[config.mk]
export PLATFORM = sky130hd
export DESIGN_NAME = udp_report_framer
export DESIGN_NICKNAME = d
export VERILOG_FILES = /design/src/rtl/udp_report_framer_pkg.sv /design/src/rtl/udp_report_framer_word_fifo.sv /design/src/rtl/udp_report_framer.sv
export SDC_FILE = /design/constraint.sdc
export NUM_CORES = 1
export LEC_CHECK = 0
export CAP_MARGIN = 20
export CELL_PAD_IN_SITES_DETAIL_PLACEMENT = 1
export CELL_PAD_IN_SITES_GLOBAL_PLACEMENT = 1
export CORE_MARGIN = 2
export CORE_UTILIZATION = 50
export CTS_BUF_LIST = sky130_fd_sc_hd__clkbuf_8
export CTS_CLUSTER_SIZE = 24
export DETAILED_ROUTE_END_ITERATION = 10
export PLACE_DENSITY = 0.86
export SYNTH_ARGS = -nofsm -noshare
export SYNTH_HDL_FRONTEND = slang
export SYNTH_HIERARCHICAL = 1
export SYNTH_SLANG_ARGS = --single-unit
export TNS_END_PERCENT = 50
[constraint.sdc]
create_clock -name clk_engine -period 5.58 [get_ports clk_engine]
set_input_delay 1.674 -clock clk_engine [delete_from_list [all_inputs] [get_ports clk_engine]]
set_output_delay 1.674 -clock clk_engine [all_outputs]
set_load 0.05 [all_outputs]
[src/rtl/udp_report_framer_pkg.sv]
// ---------------------------------------------------------------------------
// udp_report_framer_pkg
// Shared constants for the UDP report egress path: frame opcodes (they mirror
// the ingress opcodes), field offsets of a 32-bit order/report word, and the
// framer FSM state encoding.
// ---------------------------------------------------------------------------
package udp_report_framer_pkg;

    // Frame opcodes (first three payload bytes, MSB first)
    localparam logic [23:0] OP_MARKET = 24'hA5B5C5;  // ingress market-order frame
    localparam logic [23:0] OP_DUMP   = 24'hF0E0D0;  // dump request / dump response
    localparam logic [23:0] OP_TRADE  = 24'hA0B0C0;  // trade-report frame

    // Report word layout: {price[31:16], is_buy[15], is_bot[14], qty[13:0]}
    localparam int PRICE_LSB  = 16;
    localparam int PRICE_W    = 16;
    localparam int IS_BUY_BIT = 15;
    localparam int IS_BOT_BIT = 14;
    localparam int QTY_LSB    = 0;
    localparam int QTY_W      = 14;

    typedef enum logic [1:0] {
        ST_IDLE    = 2'd0,
        ST_HDR     = 2'd1,
        ST_PAYLOAD = 2'd2
    } state_t;

endpackage

[src/rtl/udp_report_framer_word_fifo.sv]
// ---------------------------------------------------------------------------
// framer_word_fifo
// Synchronous first-word-fall-through FIFO for {is_dump, word} entries.
// Ports:
//   clk, rst          clock, synchronous active-high reset
//   i_push, i_data    write strobe / entry (ignored while full)
//   i_pop             read strobe (ignored while empty)
//   o_head            entry at the head, valid whenever !o_empty
//   o_count           number of stored entries
//   o_full, o_empty   status flags
// ---------------------------------------------------------------------------
module framer_word_fifo #(
    parameter int DEPTH = 32,   // power of two
    parameter int W     = 33
) (
    input  logic                     clk,
    input  logic                     rst,
    input  logic                     i_push,
    input  logic [W-1:0]             i_data,
    input  logic                     i_pop,
    output logic [W-1:0]             o_head,
    output logic [$clog2(DEPTH):0]   o_count,
    output logic                     o_full,
    output logic                     o_empty
);
    localparam int              AW       = $clog2(DEPTH);
    localparam int              CNTW     = AW + 1;
    localparam logic [CNTW-1:0] FULL_CNT = CNTW'(DEPTH);

    logic [W-1:0]    r_mem [DEPTH];
    logic [AW-1:0]   r_wr;
    logic [AW-1:0]   r_rd;
    logic [CNTW-1:0] r_count;
    logic            w_push;
    logic            w_pop;

    assign o_full  = (r_count == FULL_CNT);
    assign o_empty = (r_count == '0);
    assign o_count = r_count;
    assign o_head  = r_mem[r_rd];
    assign w_push  = i_push && !o_full;
    assign w_pop   = i_pop && !o_empty;

    // storage carries no reset; only pointers/count define contents
    always_ff @(posedge clk) begin
        if (w_push) r_mem[r_wr] <= i_data;
    end

    always_ff @(posedge clk) begin
        if (rst) begin
            r_wr    <= '0;
            r_rd    <= '0;
            r_count <= '0;
        end else begin
            if (w_push) r_wr <= r_wr + AW'(1);
            if (w_pop)  r_rd <= r_rd + AW'(1);
            case ({w_push, w_pop})
                2'b10:   r_count <= r_count + CNTW'(1);
                2'b01:   r_count <= r_count - CNTW'(1);
                default: r_count <= r_count;
            endcase
        end
    end

endmodule

[src/rtl/udp_report_framer.sv]
// ---------------------------------------------------------------------------
// udp_report_framer
// Buffers 32-bit report words and emits framed byte payloads:
//   opcode (3 bytes, MSB first) [+ seq hi, seq lo] then big-endian words,
//   tlast on the final byte. A frame holds words of a single kind only.
// Optional build macro FRAMER_SEQ_NUM_EN: header gains frames_sent[15:8],
// frames_sent[7:0] after the opcode.
// Ports:
//   clk_engine, rst_engine   clock, synchronous active-high reset
//   in_word/in_is_dump/in_valid/in_ready   report word input handshake
//   flush                    send everything buffered now
//   tx_tdata/tvalid/tready/tlast           byte stream to the UDP TX FIFO
//   busy                     FSM not idle
//   frames_sent              completed frames, wrapping
// ---------------------------------------------------------------------------
module udp_report_framer
    import udp_report_framer_pkg::*;
#(
    parameter int          MAX_WORDS    = 16,
    parameter int          FIFO_DEPTH   = 32,
    parameter int          IDLE_TIMEOUT = 256,
    parameter logic [23:0] OP_TRADE     = udp_report_framer_pkg::OP_TRADE,
    parameter logic [23:0] OP_DUMP      = udp_report_framer_pkg::OP_DUMP
) (
    input  logic        clk_engine,
    input  logic        rst_engine,
    input  logic [31:0] in_word,
    input  logic        in_is_dump,
    input  logic        in_valid,
    output logic        in_ready,
    input  logic        flush,
    output logic [7:0]  tx_tdata,
    output logic        tx_tvalid,
    input  logic        tx_tready,
    output logic        tx_tlast,
    output logic        busy,
    output logic [15:0] frames_sent
);
    localparam int CW = $clog2(FIFO_DEPTH) + 1;
    localparam int TW = $clog2(IDLE_TIMEOUT) + 1;
`ifdef FRAMER_SEQ_NUM_EN
    localparam logic [2:0] HDR_LAST = 3'd4;
`else
    localparam logic [2:0] HDR_LAST = 3'd2;
`endif
    localparam logic [CW-1:0] MAXW_C   = CW'(MAX_WORDS);
    localparam logic [7:0]    MAXW_F   = 8'(MAX_WORDS);
    localparam logic [TW-1:0] TMO_LAST = TW'(IDLE_TIMEOUT - 1);

    state_t        r_state, w_state_nxt;
    logic [7:0]    r_tdata, w_tdata_nxt;
    logic          r_tvalid, w_tvalid_nxt;
    logic          r_tlast, w_tlast_nxt;
    logic [2:0]    r_idx, w_idx_nxt;
    logic [31:0]   r_word, w_word_nxt;
    logic [7:0]    r_words, w_words_nxt;
    logic          r_kind, w_kind_nxt;
    logic          r_flush;
    logic [TW-1:0] r_timer;
    logic [15:0]   r_frames;

    logic          w_push, w_pop, w_full, w_empty, w_acc, w_tmo, w_start, w_done;
    logic [CW-1:0] w_count;
    logic [32:0]   w_head;

    framer_word_fifo #(.DEPTH(FIFO_DEPTH), .W(33)) u_fifo (
        .clk     (clk_engine),
        .rst     (rst_engine),
        .i_push  (in_valid),
        .i_data  ({in_is_dump, in_word}),
        .i_pop   (w_pop),
        .o_head  (w_head),
        .o_count (w_count),
        .o_full  (w_full),
        .o_empty (w_empty)
    );

    assign in_ready = !w_full;
    assign w_push   = in_valid && !w_full;
    assign w_acc    = r_tvalid && tx_tready;
    assign w_tmo    = (r_timer == TMO_LAST);
    assign w_start  = !w_empty && ((w_count >= MAXW_C) || r_flush || w_tmo);

    function automatic logic [7:0] hdr_byte(input logic kind, input logic [2:0] idx);
        logic [23:0] op;
        op = kind ? OP_DUMP : OP_TRADE;
        case (idx)
            3'd0:    hdr_byte = op[23:16];
            3'd1:    hdr_byte = op[15:8];
`ifdef FRAMER_SEQ_NUM_EN
            3'd3:    hdr_byte = r_frames[15:8];
            3'd4:    hdr_byte = r_frames[7:0];
`endif
            default: hdr_byte = op[7:0];
        endcase
    endfunction

    // Output byte register is reloaded only on an accept, so tdata/tlast hold
    // through stalls and tvalid never depends combinationally on tready.
    always_comb begin
        w_state_nxt  = r_state;
        w_tdata_nxt  = r_tdata;
        w_tvalid_nxt = r_tvalid;
        w_tlast_nxt  = r_tlast;
        w_idx_nxt    = r_idx;
        w_word_nxt   = r_word;
        w_words_nxt  = r_words;
        w_kind_nxt   = r_kind;
        w_pop        = 1'b0;
        w_done       = 1'b0;
        case (r_state)
            ST_IDLE: if (w_start) begin
                w_state_nxt  = ST_HDR;
                w_kind_nxt   = w_head[32];
                w_idx_nxt    = 3'd0;
                w_tdata_nxt  = hdr_byte(w_head[32], 3'd0);
                w_tvalid_nxt = 1'b1;
                w_tlast_nxt  = 1'b0;
            end
            ST_HDR: if (w_acc) begin
                if (r_idx == HDR_LAST) begin
                    w_pop       = 1'b1;
                    w_word_nxt  = w_head[31:0];
                    w_tdata_nxt = w_head[31:24];
                    w_idx_nxt   = 3'd0;
                    w_words_nxt = 8'd1;
                    w_state_nxt = ST_PAYLOAD;
                end else begin
                    w_idx_nxt   = r_idx + 3'd1;
                    w_tdata_nxt = hdr_byte(r_kind, r_idx + 3'd1);
                end
            end
            ST_PAYLOAD: if (w_acc) begin
                w_idx_nxt = r_idx + 3'd1;
                case (r_idx)
                    3'd0: w_tdata_nxt = r_word[23:16];
                    3'd1: w_tdata_nxt = r_word[15:8];
                    3'd2: begin
                        // decided on registered FIFO state: a word pushed
                        // this cycle cannot extend the frame
                        w_tdata_nxt = r_word[7:0];
                        w_tlast_nxt = (r_words == MAXW_F) || w_empty ||
                                      (w_head[32] != r_kind);
                    end
                    default: begin
                        if (r_tlast) begin
                            w_done       = 1'b1;
                            w_tvalid_nxt = 1'b0;
                            w_tlast_nxt  = 1'b0;
                            w_state_nxt  = ST_IDLE;
                        end else begin
                            w_pop       = 1'b1;
                            w_word_nxt  = w_head[31:0];
                            w_tdata_nxt = w_head[31:24];
                            w_idx_nxt   = 3'd0;
                            w_words_nxt = r_words + 8'd1;
                        end
                    end
                endcase
            end
            default: w_state_nxt = ST_IDLE;
        endcase
    end

    always_ff @(posedge clk_engine) begin
        if (rst_engine) begin
            r_state  <= ST_IDLE;
            r_tdata  <= '0;
            r_tvalid <= 1'b0;
            r_tlast  <= 1'b0;
            r_idx    <= '0;
            r_word   <= '0;
            r_words  <= '0;
            r_kind   <= 1'b0;
            r_flush  <= 1'b0;
            r_timer  <= '0;
            r_frames <= '0;
        end else begin
            r_state  <= w_state_nxt;
            r_tdata  <= w_tdata_nxt;
            r_tvalid <= w_tvalid_nxt;
            r_tlast  <= w_tlast_nxt;
            r_idx    <= w_idx_nxt;
            r_word   <= w_word_nxt;
            r_words  <= w_words_nxt;
            r_kind   <= w_kind_nxt;
            if (w_done) r_frames <= r_frames + 16'd1;
            // a flush with nothing buffered is dropped; otherwise it stays
            // pending across frames until the FIFO drains
            if (flush)
                r_flush <= !w_empty;
            else if (w_done && w_empty)
                r_flush <= 1'b0;
            if (r_state != ST_IDLE || w_empty || w_push)
                r_timer <= '0;
            else if (!w_tmo)
                r_timer <= r_timer + TW'(1);
        end
    end

    assign tx_tdata    = r_tdata;
    assign tx_tvalid   = r_tvalid;
    assign tx_tlast    = r_tlast;
    assign busy        = (r_state != ST_IDLE);
    assign frames_sent = r_frames;

endmodule

==> metrics list, run 1 <==
- Net switching is 23.7% of the power.
- The longest clock path from root to sink contains 3 buffers.
- The floorplan has 110 rows.
- The largest total area in the synthesized netlist belongs to sky130_fd_sc_hd__edfxtp_1.
- Count of unresolved DRC violations after routing: 0
- The analysis attributes to net switching a power of 4.02 mW.
* Synth Flop Type: sky130_fd_sc_hd__edfxtp_1
- Pins Over Slew Limit: 0
- Of the synthesized area, sequential elements account for 74.1%.
* Starting density of the core: 50.4%
- Number of antenna violations at the first check in global routing: 21
- From bottom edge to top edge, the die measures 305 µm.
- DR pass1 iterations: 7
* Setup skew after layout: 61.5 ps
- Total setup violations reported at the end of the flow: 0
- Number of hold buffers added after cts: 0
- Of all flip-flops after synthesis, the portion carrying an async set or reset was 0%.
- Postcts setup bufs: 0
- Sum Neg Setup Slack: 0 ps
- H-tree depth: 4
- The congestion estimate from routability-driven global placement came to 0.905.
- In the global route stage, overall resource usage came out at 28.7%.
* Number of clock buffers inserted by TritonCTS: 181
- Maximum number of pins on one net before global-route repair: 108
- 66 I/O pins were placed.
- After the first detailed-routing iteration, the DRC count stood at 3668.
* Seq pwr share: 56.1%
* Worst-path cell chain: or4_1 > nor3_1 > inv_1 > clkdlybuf4s50_1
- Most common cell in the synthesized netlist: sky130_fd_sc_hd__edfxtp_1
* Combined buffer and inverter count along the critical path: 2
* Slew at the pin closest to its max-slew limit: 1050 ps
* Ranking of synthesized cells by area: sky130_fd_sc_hd__edfxtp_1, sky130_fd_sc_hd__mux4_2, sky130_fd_sc_hd__dfxtp_1
- Highest-delay cell along the critical path: sky130_fd_sc_hd__or4_1
* Detailed-route wire length: 134000 µm
- Wire length of the first global-routing pass: 193000 µm
- Relative slew slack: 30.2%
* Via count normalized by instance count: 6.50
* Family with the most delay on the worst path: simple AND/OR/NAND/NOR gates
- Critical setup path kind: reg2out
- Type of destination of the critical path: output port
* Proportion of netlist area held by the largest area contributor: 69.9%
- Clock latency on the worst-skew pair, taken at its later pin, is 900 ps.
* Unrepaired setup endpoints after global routing: false
* Core outline area: 90000 µm²
- Via total after detailed routing: 26500
- Most instantiated cells after synthesis: sky130_fd_sc_hd__edfxtp_1, sky130_fd_sc_hd__mux2_2, sky130_fd_sc_hd__mux4_2, sky130_fd_sc_hd__nor2_1, sky130_fd_sc_hd__dfxtp_1
- The run finished with clean final reports.
- Buffers placed on the I/O ports in this run total 65.
- In this run the mean area of a mapped cell was 17.7 µm².
- After clock tree synthesis, the repair step resized 0 gates.
* Floorplan die width: 305 µm
- Count of synthesis-stage warnings from yosys: 6
- Count of nets after finishing: 2807
- Worst hold-check path type: reg2reg
* Area enclosed by the die boundary: 93200 µm²
- Internal power contribution: 12.9 mW
- Critical path data required time: 3910 ps
- Power spread over the standard cell area amounts to 332 nW/µm².
- In this run, synthesis inferred 1056 flip-flops with an integrated enable.
* Library cells used by synthesis: 79
- Final period utilization: 83.9%
- Clock transition at the registers of the reported paths: 60 ps
- The area growth from synthesis to layout is 12.7%.
- The number of nets handed over by synthesis was 2629.
- Clock power share: 39.9%
- The smallest clock period supported by the final layout is computed as 4680 ps.
- Timing-limited maximum frequency: 214 MHz
- Leakage: 16.1 nW
* Clock root buffer: sky130_fd_sc_hd__clkbuf_8
- Cells fill 56.8% of the core in the end.
- Via count of the first global-routing pass: 27400
- Final hold viol count: 0
- CTS tree: built
- Arrival time at the worst endpoint: 3010 ps
- # Max-Cap Violations: 0
- Antenna viol nets, final: 0
* Mapped Area: 45400 µm²
- Crit-path max cell delay: 730 ps
* Fraction of power consumed by combinational cells: 4.0%
* Post-Synthesis Cells: 2568
* Filler Cells Inserted: 8149
- Sink count of the clock tree: 1151
- Critical-path maximum fanout: 8
* Critical path startpoint category: flop
- The synthesized design contains 1151 register bits.
* Hpwl dp: 79100 µm
- Maximum VDD drop: 429 µV
* Routed wire length per instance: 33.0 µm
- Of the cells placed in the final design, the portion with a size suffix greater than 1 is 22.9%.
* Grt total ovfl: 0
metrics by stage:
step	cells	worst slack, ps	area, µm²	hold slack (ps)	power [mW]
6_report	4069	900	51100	468	17.0
5_1_grt	4063	720	51100	489	17.4
4_1_cts	4055	808	51000	471	17.0
3_5_place_dp	3733	855	47700	453	10.4
3_3_place_gp	3733	929	47700	448	10.3
2_1_floorplan	2568	1620	45400	436	9.99
cells in the final DEF (no fill, tap or decap), drive strengths merged, types with 4 or more instances in the layout:
cell type	n
nand3	20
and2	4
mux4	132
dfxtp	95
diode	8
mux2i	7
o211ai	4
nand4	5
clkbuf	187
nor3	86
a22o	66
nand2b	5
edfxtp	1056
or4	36
or3	10
ha	23
o22ai	67
nand3b	7
xor2	18
nor2	98
inv	96
nor2b	70
nor4	7
a21oi	50
a21o	5
xnor2	17
clkinv	61
a222oi	8
nor3b	4
nand2	86
buf	93
clkdlybuf4s50	50
mux2	201
a211oi	70
o31ai	5
o21ai	84
and3	5
state kept, by name (all words and copies together) (netlist names), named ones only:
register	flops
frames_sent	16
r_flush	1
r_idx	3
r_kind	1
r_state	2
r_timer	9
r_word	24
r_words	8
tx_tdata	8
tx_tlast	1
tx_tvalid	1
u_fifo/o_count	6
u_fifo/r_mem	1056
u_fifo/r_rd	5
u_fifo/r_wr	5
final timing paths:
check,to,slack (ps),startpoint,depth (start not counted)
max,in_ready,900,u_fifo/o_count[4],4
min,r_word[5],470,r_word[5],2
max reg2reg,u_fifo/o_count[4],1240,r_idx[0],17
min reg2reg,r_word[5],470,r_word[5],2
kinds of logic after synthesis:
logic type	Yosys count	share of synthesized area, %
adders and majority gates	23	0.634
and+or+nand+nor	458	5.28
muxes	340	11.7
xor gates and xnor gates	35	0.676
buffers and inverters	173	1.68
DFF	1151	74.1
AOI/OAI and AO/OA	388	5.94
per-layer routing:
metal	track usage [%]	vias up	part of all wire, %
met5	0	-	0.063
met4	14.6	14	5.0
met3	7.43	405	11
met2	45.6	1791	48
met1	36.6	13600	36
li1	-	10700	-
area by class of cell:
cell class | instances | area [µm²] | share of cell area [%]
clock inverter | 136 | 774 | 1.51
timing repair buffer | 144 | 1320 | 2.58
tap | 1176 | 1470 | 2.88
multi-input combinational | 1244 | 11300 | 22.0
antenna | 8 | 20.0 | 0.0392
sequential | 1151 | 33600 | 65.8
clock buffer | 186 | 2560 | 5.01
inverter | 24 | 90.1 | 0.176
power by group through the flow:
stage | registers (mW) | logic, mW | clock network (mW)
after floorplan | 9.71 | 0.285 | 0
after global placement | 9.68 | 0.621 | 0
after detailed placement | 9.69 | 0.661 | 0
after CTS | 9.51 | 0.667 | 6.85
after global routing | 9.51 | 0.712 | 7.16
final | 9.51 | 0.681 | 6.76
worst min-delay path, cell delays in order (launching register included):
cell,delay [ps]
sky130_fd_sc_hd__dfxtp_1,310
sky130_fd_sc_hd__nand2_1,50
sky130_fd_sc_hd__a21oi_1,50
Note: power is estimated with default switching activity, not from simulation.
==> run 2, diff against run 1 <==
==> constraint.sdc (replaced) <==
create_clock -name clk_engine -period 4.8 [get_ports clk_engine]
set_input_delay 1.44 -clock clk_engine [delete_from_list [all_inputs] [get_ports clk_engine]]
set_output_delay 1.44 -clock clk_engine [all_outputs]
set_load 0.05 [all_outputs]
==> run 2 against run 1 <==
Setup slack worse by 510 ps. Critical path type unchanged. Highest routed layer unchanged. Die area unchanged. Critical endpoint unchanged. Power up 17%. Via count down 0.29%. Clock skew down 16 ps. Worst hold slack worse by 4.5 ps.
==> metrics list, run 2 (synthesized netlist as in run 1, its figures left out) <==
- Clock transition at the registers of the reported paths: 60 ps (about the same)
* Detailed-route wire length: 131000 µm (-2.1%)
- The setup slack of the worst register-to-register path is 660 ps (-580 ps).
- Worst hold-check path type: reg2reg
* Port Buffer Count: 65 (unchanged)
* Total number of cells along the worst setup path: 4 (unchanged)
* Number of primary I/O pins: 66 (unchanged)
* Number of hold buffers added after cts: 0 (unchanged)
- The die boundary height came to 305 µm (unchanged).
- Most common library cell in the layout ignoring fill and taps: sky130_fd_sc_hd__edfxtp_1
- The cell count after placement is 3767 (+0.91%).
- The transition time of the tightest slew-check pin was 1140 ps (+96.5 ps).
- Run status: complete, no violations
* Cts repair resizes: 0 (unchanged)
* Routability-driven placement congestion ratio: 0.850 (-6.1%)
- Via count of the first global-routing pass: 27700 (+1.3%)
- The total power divided by cell area is 383 nW/µm² (+16%).
- Critical-path maximum fanout: 8 (unchanged)
* Timing-limited maximum frequency: 227 MHz
- Maximum VDD drop: 253 µV (-41%)
- The flip-flop count of the largest register, all copies and words added was 1056 (unchanged).
- Switching power as a share of total power: 23.2% (-0.52 points)
- DR pass1 iterations: 5 (-2)
- Number of placement rows: 110 (unchanged)
- Global routing's busiest layer: met2
- Type of destination of the critical path: output port
* Internal power contribution: 15.2 mW (+18%)
- Count of nets after finishing: 2841 (+1.2%)
- The data required time at the worst endpoint was 3360 ps (-550 ps).
- The number of routed nets with antenna violations was 0 (unchanged).
- The non-filler instance count after layout is 4100 (+0.76%).
- The DRC marker count from the first detailed-route iteration was 3088 (-16%).
- Crit-path max cell delay: 750 ps (+20 ps)
* Largest register by flop count: u_fifo/r_mem
- Floorplan die width: 305 µm (unchanged)
* Clock power share: 40.2% (+0.3 points)
- Critical path startpoint category: flop
* Routed wire length per instance: 32.0 µm (-2.8%)
- The global routing usage summed across all routing layers is 28.2% (-0.44 points).
- Met3 demand-to-capacity share in global routing: 6.95% (-0.49 points)
* Sum Neg Setup Slack: 0 ps (unchanged)
* Minimum setup slack in the final design: 388 ps (-512 ps)
- The core area was 90000 µm² (unchanged).
- The worst path needs 4410 ps of the cycle, external delays included.
- Clock latency of the later-clocked register in the worst-skew pair: 860 ps (-40 ps)
- Relative slew slack: 23.6% (-6.6 points)
- Clock root buffer: sky130_fd_sc_hd__clkbuf_8
- The via-per-instance ratio came to 6.44 (-1.0%).
- The initial antenna violation count came to 19 (-9.5%).
* Worst Reg-to-Reg Cells: 16 (-1)
* Wire length of the first global-routing pass: 191000 µm (-0.61%)
- Power dissipated by switching net loads: 4.59 mW (+14%)
- Pins Over Slew Limit: 0 (unchanged)
- TritonCTS built the clock tree.
- The post-route worst hold slack was 463 ps (-4.49 ps).
- Critical setup path kind: reg2out
- Fraction of power consumed by combinational cells: 4.0% (about the same)
- The total congestion overflow after global routing was 0 (unchanged).
* Unrepaired setup endpoints after global routing: false
- Setup skew after layout: 45.3 ps (-16.2 ps)
- The leakage power of the design came to 16.3 nW (+1.6%).
- The number of CTS-inserted buffers came to 178 (-1.7%).
* # Max-Cap Violations: 0 (unchanged)
* Postcts setup bufs: 0 (unchanged)
* Area occupied by multi-input gates: 11300 µm² (unchanged)
- The finished layout cell area came to 51700 µm² (+1.1%).
- Maximum clock path buffer count: 3 (unchanged)
- The hold violation count in the final report came to 0 (unchanged).
- The maximum number of pins on one net before global-route repair was 75 (-31%).
- Among cell families on the critical path, the largest total delay comes from simple AND/OR/NAND/NOR gates.
- Final period utilization: 91.9%
- H-tree depth: 4 (unchanged)
* Fraction of final layout cells with drive strength greater than 1: 23.6% (+0.68 points)
- The fill cell total of the finished layout is 8023 (-1.5%).
- The fraction of met2 tracks used by global routing came to 46.6% (+0.96 points).
* Highest-delay cell along the critical path: sky130_fd_sc_hd__or4_1
- The placed cell area was 48100 µm² (+0.97%).
* Total setup violations reported at the end of the flow: 0 (unchanged)
- The pre-CTS worst setup slack is 554 ps (-301 ps).
- The register area was 33600 µm² (unchanged).
* Via total after detailed routing: 26400 (-0.29%)
* Worst-path cell chain: or4_1 > nor3_1 > inv_1 > clkdlybuf4s50_1
- Area enclosed by the die boundary: 93200 µm² (unchanged)
- Seq pwr share: 55.9% (-0.2 points)
* Count of unresolved DRC violations after routing: 0 (unchanged)
- Combined buffer and inverter count along the critical path: 2 (unchanged)
- The total number of clock tree sinks is 1151 (unchanged).
* Global Route met1 Usage: 36.2% (-0.43 points)
- Hpwl dp: 76400 µm (-3.5%)
- Commonest cells after routing, fill and taps aside: sky130_fd_sc_hd__edfxtp_1, sky130_fd_sc_hd__clkbuf_8, sky130_fd_sc_hd__mux2_2
- Starting density of the core: 50.4% (unchanged)
* Syn-to-layout area delta: 13.9%
- Arrival time at the worst endpoint: 2970 ps (-40 ps)
* Hold path cells: 2 (unchanged)
==> run 2: cell types whose count changed in the layout (fill, tap and decap cells not counted), sizes merged <==
cell	previous run	this run
clkdlybuf4s50	50	62
inv	96	95
clkinv	61	53
buf	93	118
diode	8	4
bufinv	3	6
clkbuf	187	188
clkinvlp	0	3
==> run 2: power by group through the flow <==
stage	Clock, mW	Combinational [mW]	Sequential, mW
2_1_floorplan	0	0.331	11.3
3_3_place_gp	0	0.698	11.3
3_5_place_dp	0	0.746	11.3
4_1_cts	8.06	0.756	11.1
5_1_grt	8.42	0.834	11.1
6_report	7.95	0.788	11.1
==> run 2: worst register-to-register path: cells and delay by family (launching register included) <==
kind	cells	cell delay [ps]
adder cells (fa/ha/maj)	3	780
multiplexers	1	350
AND/OR/NAND/NOR	5	1500
buffers and inverters	2	250
AO/OA/AOI/OAI	4	590
XOR/XNOR	1	160
flip-flops	1	390
==> run 2: final timing paths <==
path	start	end
setup / recovery	u_fifo/o_count[4]	in_ready
hold / removal	r_word[16]	r_word[16]
setup reg to reg	r_idx[0]	u_fifo/o_count[4]
hold reg to reg	r_word[16]	r_word[16]
==> run 2: layout make-up <==
type	instances	area share, %
sequential	1151	65.0
multi-input combinational	1244	21.8
clock inverter	133	1.50
clock buffer	187	4.98
inverter	24	0.174
timing repair buffer	181	3.62
antenna	4	0.0194
tap	1176	2.85
==> run 2: stage by stage <==
step                      util (%)  power [mW]
after detailed placement      53.5        12.0
after global routing          57.4        20.3
after floorplan                  -        11.6
final                         57.4        19.8
after global placement        53.5        12.0
after CTS                     57.2        19.9
==> run 2: metal layers <==
| layer | vias to the layer above | wire [µm] |
|---|---|---|
| met5 | - | 48 |
| met4 | 8 | 4900 |
| met3 | 324 | 13100 |
| met2 | 1650 | 64900 |
| met1 | 13700 | 48400 |
| li1 | 10700 | - |
==> run 3, diff against run 2 <==
--- a/config.mk
+++ b/config.mk
@@ -14,6 +14,7 @@
 export CTS_CLUSTER_SIZE = 24
 export DETAILED_ROUTE_END_ITERATION = 10
 export PLACE_DENSITY = 0.86
+export SKIP_CTS_REPAIR_TIMING = 1
 export SYNTH_ARGS = -nofsm -noshare
 export SYNTH_HDL_FRONTEND = slang
 export SYNTH_HIERARCHICAL = 1
==> results of run 3 <==
No change in the layout: final DEF, timing and power equal those of run 2.
